File: src/rtl/pool_layer_param.sv
// pool_layer_param: KxK / stride-S max or average pooling of a CH x IN x IN map held in BRAM.
// Optional: define POOL_RELU_EN to clamp negative results to zero before the write.
module pool_layer_param #(
   parameter int DW       = 16,
   parameter int AW       = 13,
   parameter int CH       = 6,
   parameter int IN       = 28,
   parameter int K        = 2,
   parameter int S        = 2,
   parameter int RD_LAT   = 2,
   parameter int SRC_BASE = 0,
   parameter int DST_BASE = 4704
) (
   input  logic          clk,
   input  logic          rst,
   input  logic          start,
   input  logic          mode,
   output logic          busy,
   output logic          done,
   output logic          bram_ena,
   output logic          bram_wea,
   output logic [AW-1:0] bram_addra,
   output logic [DW-1:0] bram_dina,
   input  logic [DW-1:0] bram_douta
);

   localparam int OUT  = (IN - K) / S + 1;
   localparam int LK   = $clog2(K);
   localparam int ACCW = DW + 2 * LK;
   localparam int DCW  = (RD_LAT > 1) ? $clog2(RD_LAT) : 1;

   localparam logic [15:0]    CH_L  = 16'(CH - 1);
   localparam logic [15:0]    OUT_L = 16'(OUT - 1);
   localparam logic [3:0]     K_L   = 4'(K - 1);
   localparam logic [DCW-1:0] D_L   = DCW'(RD_LAT - 1);

   typedef enum logic [2:0] {IDLE, READ, DRAIN, WRITE, DONE} state_t;

   state_t                  state;
   logic                    mode_r;
   logic [15:0]             ch, row, col;
   logic [15:0]             n_ch, n_row, n_col;
   logic [3:0]              wi, wj, n_i, n_j;
   logic                    last_tap, last_win;
   logic [DCW-1:0]          dcnt;
   logic [RD_LAT-1:0]       vld;
   logic                    first;
   logic signed [DW-1:0]    din_s;
   logic signed [ACCW-1:0]  samp, acc, acc_nxt, shr;
   logic [DW-1:0]           res_raw, res;

   function automatic logic [AW-1:0] src_addr(input logic [15:0] c, r, q,
                                               input logic [3:0] i, j);
      int a;
      a = SRC_BASE + int'(c) * IN * IN + (int'(r) * S + int'(i)) * IN
          + int'(q) * S + int'(j);
      return AW'(a);
   endfunction

   function automatic logic [AW-1:0] dst_addr(input logic [15:0] c, r, q);
      int a;
      a = DST_BASE + int'(c) * OUT * OUT + int'(r) * OUT + int'(q);
      return AW'(a);
   endfunction

   assign din_s = bram_douta;

   // Next tap inside the window (row-major) and next window position.
   always_comb begin
      n_i      = wi;
      n_j      = wj + 4'd1;
      if (wj == K_L) begin
         n_j = '0;
         n_i = wi + 4'd1;
      end
      last_tap = (wi == K_L) && (wj == K_L);
      n_col    = col + 16'd1;
      n_row    = row;
      n_ch     = ch;
      if (col == OUT_L) begin
         n_col = '0;
         n_row = row + 16'd1;
         if (row == OUT_L) begin
            n_row = '0;
            n_ch  = ch + 16'd1;
         end
      end
      last_win = (ch == CH_L) && (row == OUT_L) && (col == OUT_L);
   end

   // Fold the sample arriving this cycle into the window accumulator.
   always_comb begin
      samp    = ACCW'(din_s);
      acc_nxt = acc;
      if (vld[RD_LAT-1]) begin
         if (first)
            acc_nxt = samp;
         else if (mode_r)
            acc_nxt = acc + samp;
         else if (samp > acc)
            acc_nxt = samp;
      end
      shr     = acc_nxt >>> (2 * LK);
      res_raw = mode_r ? shr[DW-1:0] : acc_nxt[DW-1:0];
`ifdef POOL_RELU_EN
      res     = res_raw[DW-1] ? '0 : res_raw;
`else
      res     = res_raw;
`endif
   end

   // Control FSM, read-valid delay line and registered BRAM port.
   always_ff @(posedge clk) begin
      if (rst) begin
         state      <= IDLE;
         mode_r     <= 1'b0;
         ch         <= '0;
         row        <= '0;
         col        <= '0;
         wi         <= '0;
         wj         <= '0;
         dcnt       <= '0;
         vld        <= '0;
         first      <= 1'b0;
         acc        <= '0;
         busy       <= 1'b0;
         done       <= 1'b0;
         bram_ena   <= 1'b0;
         bram_wea   <= 1'b0;
         bram_addra <= '0;
         bram_dina  <= '0;
      end else begin
         done <= 1'b0;
         vld  <= RD_LAT'({vld, bram_ena & ~bram_wea});
         acc  <= acc_nxt;
         if (vld[RD_LAT-1])
            first <= 1'b0;
         unique case (state)
            IDLE: begin
               if (start) begin
                  mode_r     <= mode;
                  ch         <= '0;
                  row        <= '0;
                  col        <= '0;
                  wi         <= '0;
                  wj         <= '0;
                  first      <= 1'b1;
                  busy       <= 1'b1;
                  bram_ena   <= 1'b1;
                  bram_wea   <= 1'b0;
                  bram_addra <= src_addr('0, '0, '0, '0, '0);
                  state      <= READ;
               end
            end
            READ: begin
               if (last_tap) begin
                  wi       <= '0;
                  wj       <= '0;
                  dcnt     <= '0;
                  bram_ena <= 1'b0;
                  state    <= DRAIN;
               end else begin
                  wi         <= n_i;
                  wj         <= n_j;
                  bram_addra <= src_addr(ch, row, col, n_i, n_j);
               end
            end
            DRAIN: begin
               if (dcnt == D_L) begin
                  bram_ena   <= 1'b1;
                  bram_wea   <= 1'b1;
                  bram_addra <= dst_addr(ch, row, col);
                  bram_dina  <= res;
                  state      <= WRITE;
               end else begin
                  dcnt <= dcnt + 1'b1;
               end
            end
            WRITE: begin
               bram_wea <= 1'b0;
               ch       <= last_win ? '0 : n_ch;
               row      <= n_row;
               col      <= n_col;
               if (last_win) begin
                  bram_ena <= 1'b0;
                  busy     <= 1'b0;
                  done     <= 1'b1;
                  state    <= DONE;
               end else begin
                  bram_ena   <= 1'b1;
                  bram_addra <= src_addr(n_ch, n_row, n_col, '0, '0);
                  first      <= 1'b1;
                  state      <= READ;
               end
            end
            DONE: state <= IDLE;
            default: state <= IDLE;
         endcase
      end
   end

endmodule

File: config.mk
export PLATFORM = sky130hd
export DESIGN_NAME = pool_layer_param
export DESIGN_NICKNAME = d
export VERILOG_FILES = /design/src/rtl/pool_layer_param.sv
export SDC_FILE = /design/constraint.sdc
export NUM_CORES = 1
export LEC_CHECK = 0
export CAP_MARGIN = 20
export CORE_MARGIN = 4
export CORE_UTILIZATION = 69
export CTS_BUF_LIST = sky130_fd_sc_hd__clkbuf_8
export DETAILED_ROUTE_END_ITERATION = 6
export GPL_TIMING_DRIVEN = 0
export PLACE_DENSITY_LB_ADDON = 0.3
export SYNTH_ARGS = -nofsm -noshare
export SYNTH_HDL_FRONTEND = slang
export SYNTH_SLANG_ARGS = --single-unit
File: constraint.sdc
create_clock -name clk -period 17.3 [get_ports clk]
set_input_delay 3.46 -clock clk [delete_from_list [all_inputs] [get_ports clk]]
set_output_delay 3.46 -clock clk [all_outputs]
set_load 0.02 [all_outputs]
; ---- Word level (Yosys, flattened, before mapping)
; Index checks and enable logic that the tools add are counted.
[totals]
ff_bits = 115
inputBits = 20
output_inout_bits = 33
word_cells = 128
[classes]
n_addsub = 16
n_mul = 9
n_lt_le_gt_ge = 1
n_eq_ne = 14
mux = 48
bitwise = 3
n_reduce_logical = 20
[ops]
columns = op, n
row1 = 16-bit two-way mux, 8
row2 = 16-bit one-hot mux with 2 select lines, 3
row3 = 13-bit adder, 6
row4 = 18-bit two-way mux, 4
row5 = 16-bit by 3-bit multiplier with 19-bit output (second input constant), 3
row6 = 13-bit two-way mux, 4
row7 = 13-bit one-hot mux with 4 select lines, 1
row8 = 16-bit by 1-bit adder with 16-bit output (second input constant), 3
row9 = 19-bit by 3-bit multiplier with 9-bit output (second input constant), 2
row10 = 16-bit by 4-bit == test with 1-bit output (second input constant), 2
row11 = 4-bit two-way mux, 5
row12 = 19-bit by 3-bit multiplier with 11-bit output (second input constant), 1
row13 = 17-bit by 4-bit adder with 18-bit output, 1
row14 = 18-bit by 16-bit adder with 18-bit output, 1
row15 = 16-bit by 18-bit greater-than comparator with 1-bit output, 1
row16 = 18-bit by 3-bit multiplier with 11-bit output (second input constant), 1
row17 = 16-bit by 3-bit == test with 1-bit output (second input constant), 1
row18 = 16-bit by 3-bit multiplier with 10-bit output (second input constant), 1
row19 = 16-bit by 3-bit multiplier with 12-bit output (second input constant), 1
row20 = 4-bit one-hot mux with 2 select lines, 2
row21 = 13-bit adder (first input constant), 1
row22 = 13-bit by 4-bit adder with 13-bit output, 1
row23 = 3-bit two-way mux, 4
row24 = 2-bit inequality test (second input constant), 6
row25 = other kinds (22), 48

; ---- Longest topological paths before layout
; Gate-level depths: netlist of the first run.
[logic_depth]
ltp_word = 9
mapped_depth = 35
mapped_depth_nobuf = 33

; ---- Worst setup path after synthesis of the first run
; OpenSTA, ideal clock, no wires.
[synth_timing]
path_type = reg-to-reg
from = register row[10]
to = register bram_addra[12]
setup_ps = 122
arrival_ps = 7201
t_required_ps = 17178
path_slack_ps = 9977
stages_incl_launch_ff = 29
path_buffers = 2
synth_period_minus_slack_ps = 7323
path_cell_list = dfxtp_1 or4_4 nor3_4 and2_1 buf_4 clkbuf_1 nand2_1 xor2_1 fa_1 inv_1 ha_1 inv_1 fa_1 inv_1 fa_1 inv_1 fa_1 xor2_1 fa_1 inv_1 ha_1 nor2b_1 o21a_1 o41a_1 xnor2_1 xnor3_1 xor3_1 a221oi_2 a21oi_2
[synth_between]
elab_chain_cells = 9
word_cells_on_any_way = 20
cone_classes = add/sub: 4 / mul: 4 / eq/ne: 2 / mux: 7 / reduce/logical: 3
[synth_lines]
columns = element, line
row1 = start: declaration, 41  ; logic [15:0] ch, row, col;
row2 = start signal: assignment, 182  ; row <= n_row;
row3 = 16-bit by 4-bit == test with 1-bit output, "83, 88"
row4 = 16-bit two-way mux, 83  ; if (row == OUT_L) begin
row5 = 16-bit two-way mux, 80  ; if (col == OUT_L) begin
row6 = 16-bit by 3-bit multiplier with 19-bit output, 55  ; a = SRC_BASE + int'(c) * IN * IN + (int'(r) * S + int'(i)) * IN
row7 = 19-bit by 3-bit multiplier with 9-bit output, 55
row8 = 13-bit adder, 55
row9 = 13-bit adder, 56  ; + int'(q) * S + int'(j);
row10 = 13-bit two-way mux, 184  ; if (last_win) begin
row11 = 13-bit one-hot mux with 4 select lines, 138  ; unique case (state)
row12 = end signal: assignment, 151  ; bram_addra <= src_addr('0, '0, '0, '0, '0);
row13 = end signal: assignment, 165  ; bram_addra <= src_addr(ch, row, col, n_i, n_j);
row14 = end signal: assignment, 191  ; bram_addra <= src_addr(n_ch, n_row, n_col, '0, '0);
row15 = end: declaration, 22  ; output logic [AW-1:0] bram_addra,
; Several ways; a longest one is shown, not always the timed one. The select of a mux whose other input is x is not followed.
; A chain may end at the register's enable or synchronous reset.

; ---- Final worst setup path of the first run
[layout_timing]
from = register row[3]
to = register bram_addra[12]
; The elaborated chain is that of the path after synthesis.

==> results of run 1 <==
[power by group through the flow]
stage	Clock, mW	Sequential, mW	Combinational, mW
6_report	0.264	0.272	0.100
5_1_grt	0.274	0.272	0.108
4_1_cts	0.262	0.272	0.0972
3_3_place_gp	0	0.277	0.0939
2_1_floorplan	0	0.278	0.0628
3_5_place_dp	0	0.278	0.0965
[worst min-delay path, cell delays in order (launching register included)]
cell,delay [ns]
dfxtp_1,0.31
nand2_1,0.05
a21oi_1,0.05
[worst max path at each step]
| stage | endpoint | depth (start not counted) | slack [ns] |
|---|---|---|---|
| 3_5_place_dp | bram_addra[12]$_SDFFE_PP0P_ | 30 | 8.81 |
| 3_3_place_gp | bram_addra[12]$_SDFFE_PP0P_ | 30 | 8.92 |
| 4_1_cts | bram_addra[12]$_SDFFE_PP0P_ | 30 | 8.77 |
| 6_report | bram_addra[12]$_SDFFE_PP0P_ | 30 | 8.71 |
| 2_1_floorplan | bram_addra[12]$_SDFFE_PP0P_ | 28 | 9.98 |
| 5_1_grt | bram_addra[12]$_SDFFE_PP0P_ | 30 | 8.22 |
[registers in the layout (all words and copies together) (netlist names), 4 cells and up]
name,cells
bram_dina,16
acc,18
bram_addra,13
ch,16
wj,4
wi,4
row,16
col,16
[cell usage in the layout, fill, tap and decap left out, types with 23 or more instances in the layout]
cell type	Yosys	routed
inv_1	216	217
nor2_1	175	175
ha_1	168	168
a21oi_1	127	127
dfxtp_1	115	115
xnor2_1	112	112
fa_1	90	90
nand2_1	80	80
o21ai_0	67	67
clkdlybuf4s50_1	0	52
clkbuf_1	45	45
nand3_1	42	42
xor2_1	35	35
a21o_1	23	23
[layout make-up]
class | instances | share of cell area
Sequential cell | 115 | 0.161
Multi-Input combinational cell | 1214 | 0.684
Clock buffer | 21 | 0.0203
Clock inverter | 10 | 0.00754
Buffer | 47 | 0.0127
Timing Repair Buffer | 52 | 0.0365
Inverter | 216 | 0.0568
Tap cell | 234 | 0.0205
[per-layer routing]
metal  routed length (um)  global-route usage
met5                    0                   0
met4                 1270               0.117
met3                 3630              0.0779
met2                16700               0.546
met1                15100               0.456
[metrics by stage]
stage	instances	setup slack (ns)	util
2_1_floorplan	1592	9.98	-
3_3_place_gp	1878	8.92	0.744
3_5_place_dp	1878	8.81	0.744
4_1_cts	1909	8.77	0.765
5_1_grt	1909	8.22	0.765
6_report	1909	8.71	0.765
[cell families (layout without fill, tap and decap cells)]
logic type	count (synthesis)	count (layout)	synth area share
simple gates	427	427	0.154
compound gates	370	370	0.181
buf+inv	263	346	0.0760
fa+ha+maj	258	258	0.299
xor+xnor	153	153	0.109
flops	115	115	0.176
mux	6	6	0.00470
==> results.py, run 1 <==
metrics = {
    "outcome": {
        "status": "finished with violations",
        "violations": "design-rule violations",
    },
    "min_path": {
        "min_path_cells": 2,
        "hold_class": "reg2reg",
        "whs_endpoint": "busy$_SDFFE_PP0P_",
        "min_from": "busy$_SDFFE_PP0P_",
    },
    "logic_synthesis": {
        "synth_nets": 1870,
        "yosysTopAreaCell": "dfxtp_1",
        "synth_area_leaders": "dfxtp_1 18%, ha_1 16%, fa_1 14%",
        "yosys-top-cells-count": "216 x inv_1, 175 x nor2_1, 168 x ha_1",
        "yosysMostFrequentCell": "inv_1",
        "syn_area_um2": 13100,
        "synth.distinct_cells": 70,
        "synth_edf_count": 0,
        "ys.flop_type": "dfxtp_1",
        "ys_ff_latch": 115,
        "syn_inst": 1592,
        "ys_seq_area_frac": 0.176,
        "synthArstFlopShare": 0,
        "netlist.area_leader.share": 0.176,
        "yosysWarnings": 0,
        "syn_area_per_cell_um2": 8.20,
    },
    "setup_path": {
        "crit_start": "row[3]$_SDFFE_PP0P_",
        "r2r-start": "row[3]$_SDFFE_PP0P_",
        "crit_slowest_cell": "dfxtp_1",
        "crit_top_cell": "inv_1",
        "criticalPathCategory": "reg2reg",
        "end_kind": "flop",
        "start_kind": "flop",
        "path_buf_inv": 8,
        "rr_worst_depth": 30,
        "crit_required_ns": 17.63,
        "r2r_slack_ns": 8.71,
        "cpPeakStageDelay_ns": 0.64,
        "crit_arrival_ns": 8.93,
        "worst-path-max-fanout": 10,
        "r2r-end": "bram_addra[12]$_SDFFE_PP0P_",
        "cp_top_family": "adder cells",
    },
    "grt": {
        "grt_overflow_total": 0,
        "antenna_found_initial": 0,
        "grt_pass1_vias": 11371,
        "grt_start_max_net_pins": 17,
        "track_usage": 0.340,
        "grt_pass1_wl_um": 58500,
    },
    "cts": {
        "clk_latency_ns": 0.45,
        "cts_htree_levels": 4,
        "postCtsSetupBuffers": 0,
        "cts.clk_slew.worst_paths_ns": 0.07,
        "clockBufferDepth": 2,
        "postCtsHoldBufs": 0,
        "cts_inserted_buffers": 17,
        "tritoncts": "yes",
        "cts_sinks": 115,
        "cts_resized": 0,
        "root_buffer": "clkbuf_8",
    },
    "drt": {
        "wl_per_cell_um": 19.2,
        "dr_total_vias": 11948,
        "wl_um": 36700,
        "drt_iter0_drc": 1255,
        "drtPass1Iterations": 7,
        "vias_per_cell": 6.26,
        "drc_errors": 2,
        "ant_nets": 0,
    },
    "sta": {
        "fin_tns_setup_ns": 0,
        "fin_crit_ns": 8.59,
        "slew-limit-headroom": 0.332,
        "whs_ns": 0.458,
        "fin_skew_ns": 0.0162,
        "setup_viol": 0,
        "rsz0062_at_grt": "no",
        "hold_violations": 0,
        "worst-slew-pin-transition_ns": 0.999,
        "fmax_ghz": 0.116,
        "period_share": 0.497,
        "maxSlewViolCount": 0,
    },
    "pwr": {
        "intPower_mw": 0.444,
        "irDropWorstVdd_v": 0.0000533,
        "power_frac_seq": 0.427,
        "pwr-share-comb": 0.158,
        "p_switching_mw": 0.191,
        "swShare": 0.300,
        "cellPowerDensity_nw_per_um2": 44.5,
        "clock_power_share": 0.415,
        "p_leak_nw": 6.58,
        "total_power_mw": 0.635,
    },
    "layout": {
        "drive_gt1_frac": 0.0304,
        "fillers": 1386,
        "antenna_cells": 0,
        "design_area_um2": 14300,
        "register_area_um2": 2300,
        "area.growth.synth_to_final_pct": 9.27,
        "multi_input_area_um2": 9760,
        "nNetsFinal": 1941,
    },
    "die": {
        "io_pins": 53,
        "dieArea_um2": 21200,
        "die_width_um": 146,
        "core_um2": 18600,
        "start_util": 0.700,
        "die_y_um": 146,
        "rows": 50,
    },
    "placement": {
        "post_dp_cell_area_um2": 13900,
        "routabilityCongestion": 1.06,
        "port_buffers": 52,
        "hpwl_um": 29000,
    },
    "run": {
        "maxCapViolCount": 0,
    },
}
Note: power is estimated with default switching activity, not from simulation.
==> run 2, diff against run 1 <==
--- a/config.mk
+++ b/config.mk
@@ -7,7 +7,7 @@
 export LEC_CHECK = 0
 export CAP_MARGIN = 20
 export CORE_MARGIN = 4
-export CORE_UTILIZATION = 69
+export CORE_UTILIZATION = 58
 export CTS_BUF_LIST = sky130_fd_sc_hd__clkbuf_8
 export DETAILED_ROUTE_END_ITERATION = 6
 export GPL_TIMING_DRIVEN = 0
==> constraint.sdc (replaced) <==
create_clock -name clk -period 7.3 [get_ports clk]
set_input_delay 1.46 -clock clk [delete_from_list [all_inputs] [get_ports clk]]
set_output_delay 1.46 -clock clk [all_outputs]
set_load 0.02 [all_outputs]
==> run 2 against run 1 <==
The flow now finishes without violations. Non-clock buffer count up 32. Worst setup slack worse by 8.6 ns. Clock-buffer cell count down 2. Sequential share of layout area down 0.47 points. Sequential cell count unchanged. Global-route usage down 4.3 points. Combinational power up 140%. Fmax up 20%. Via count about the same. First-iteration DRC count down 7.2%. Worst hold slack worse by 0.023 ns. Core utilization down 8.6 points. Largest cell class unchanged.
==> results.py, run 2 (synthesis results as in run 1) <==
metrics = {
    "outcome": {
        "status": "finished, final reports clean",
    },
    "placement": {
        "post_dp_cell_area_um2": 13900,
        "place_ws_ns": -1.04,
        "port_buffers": 52,
        "hpwl_um": 28700,
        "placed_cells": 1924,
        "routabilityCongestion": 0.940,
    },
    "setup_path": {
        "rr_worst_depth": 28,
        "crit_top_cell": "inv_2",
        "start_kind": "flop",
        "criticalPathCategory": "reg2reg",
        "crit_arrival_ns": 7.51,
        "end_kind": "flop",
        "crit_slowest_cell": "fa_1",
        "worst-path-max-fanout": 7,
        "crit_required_ns": 7.64,
        "cpPeakStageDelay_ns": 0.58,
    },
    "drt": {
        "vias_per_cell": 6.01,
        "wl_per_cell_um": 18.9,
        "drc_errors": 0,
        "wl_um": 37600,
        "drtPass1Iterations": 6,
        "dr_total_vias": 11937,
        "ant_nets": 0,
        "drt_iter0_drc": 1165,
    },
    "layout": {
        "fillers": 1717,
        "regMostFlops": "acc",
        "nNetsFinal": 1973,
        "fin_cells": 1986,
        "fin_util": 0.679,
        "design_area_um2": 14900,
        "drive_gt1_frac": 0.0926,
        "final_common_cell": "inv_1",
        "layout_common_cells": "204 x inv_1, 171 x nor2_1, 158 x ha_1, 122 x a21oi_1, 104 x xnor2_1",
        "largest_reg_flops": 18,
        "area.growth.synth_to_final_pct": 14.3,
        "register_area_um2": 2340,
        "antenna_cells": 0,
        "multi_input_area_um2": 10100,
    },
    "grt": {
        "grt_pass1_wl_um": 58500,
        "grt_start_max_net_pins": 17,
        "grt_pass1_vias": 11518,
        "grt_overflow_total": 0,
        "track_usage": 0.297,
        "antenna_found_initial": 1,
    },
    "pwr": {
        "power_frac_seq": 0.445,
        "pwr-share-comb": 0.164,
        "cellPowerDensity_nw_per_um2": 96.7,
        "p_switching_mw": 0.447,
        "intPower_mw": 0.995,
        "swShare": 0.310,
        "irDropWorstVdd_v": 0.0000896,
        "clock_power_share": 0.391,
        "total_power_mw": 1.44,
        "p_leak_nw": 6.77,
    },
    "cts": {
        "postCtsHoldBufs": 0,
        "clockBufferDepth": 2,
        "cts.clk_slew.worst_paths_ns": 0.08,
        "tritoncts": "yes",
        "root_buffer": "clkbuf_8",
        "cts_htree_levels": 4,
        "clk_latency_ns": 0.46,
        "cts_inserted_buffers": 17,
        "cts_sinks": 115,
    },
    "sta": {
        "maxSlewViolCount": 0,
        "hold_violations": 0,
        "fin_crit_ns": 7.18,
        "fin_skew_ns": 0.0230,
        "slew-limit-headroom": 0.377,
        "whs_ns": 0.435,
        "setup_viol": 0,
        "worst-slew-pin-transition_ns": 0.928,
        "period_share": 0.983,
        "worst_slack_ns": 0.124,
        "fin_tns_setup_ns": 0,
        "fmax_ghz": 0.139,
    },
    "min_path": {
        "hold_class": "reg2reg",
        "min_path_cells": 1,
    },
    "die": {
        "io_pins": 53,
        "rows": 54,
        "start_util": 0.595,
        "die_y_um": 158,
        "dieArea_um2": 25000,
        "core_um2": 22000,
        "die_width_um": 158,
    },
    "run": {
        "maxCapViolCount": 0,
    },
}
run 2: cell count changes in the layout (fill, tap and decap cells not counted), sizes merged:
cell / before / now
clkinvlp: 2 / 3
buf: 2 / 36
bufinv: 2 / 1
clkinv: 5 / 6
clkbuf: 66 / 62
run 2: repair_timing:
action                                  CTS  global route
endpoints found under the hold margin     0             0
buffers inserted                         14            20
endpoints found under the setup margin    3             1
pin swaps                                 6            32
gates resized for setup                  46            48
run 2: final timing paths:
| kind | endpoint | slack (ns) | start |
|---|---|---|---|
| worst max-delay path | bram_addra[12]$_SDFFE_PP0P_ | 0.12 | row[11]$_SDFFE_PP0P_ |
| worst min-delay path | vld[1]$_SDFF_PP0_ | 0.44 | vld[0]$_SDFF_PP0_ |
| worst max register to register | bram_addra[12]$_SDFFE_PP0P_ | 0.12 | row[11]$_SDFFE_PP0P_ |
| worst min register to register | vld[1]$_SDFF_PP0_ | 0.44 | vld[0]$_SDFF_PP0_ |
run 2: layout make-up:
cell class                      instances  share of cell area
Clock inverter                         11             0.00604
Sequential cell                       115               0.157
Inverter                              216              0.0544
Clock buffer                           19              0.0175
Timing Repair Buffer                   86              0.0531
Tap cell                              280              0.0235
Buffer                                 45              0.0122
Multi-Input combinational cell       1214               0.677
run 2: power by group through the flow:
stage	sequential [mW]	clock, mW	combinational, mW
CTS	0.642	0.565	0.229
floorplan	0.659	0	0.149
global placement	0.657	0	0.223
global route	0.642	0.597	0.257
detailed placement	0.658	0	0.228
finish	0.641	0.564	0.237
run 2: metal layers:
| layer | global-route usage | routed length, um |
|---|---|---|
| met2 | 0.458 | 17100 |
| met4 | 0.134 | 1520 |
| met1 | 0.403 | 15300 |
| met3 | 0.0637 | 3630 |
| met5 | 0 | 13 |
run 2: critical path, delay by kind of cell, from the launching register on:
family	cells	cell delay [ns]
compound gates	6	1.40
xor+xnor	3	0.74
fa+ha+maj	7	2.96
buf+inv	7	0.52
flops	1	0.34
simple gates	5	1.09
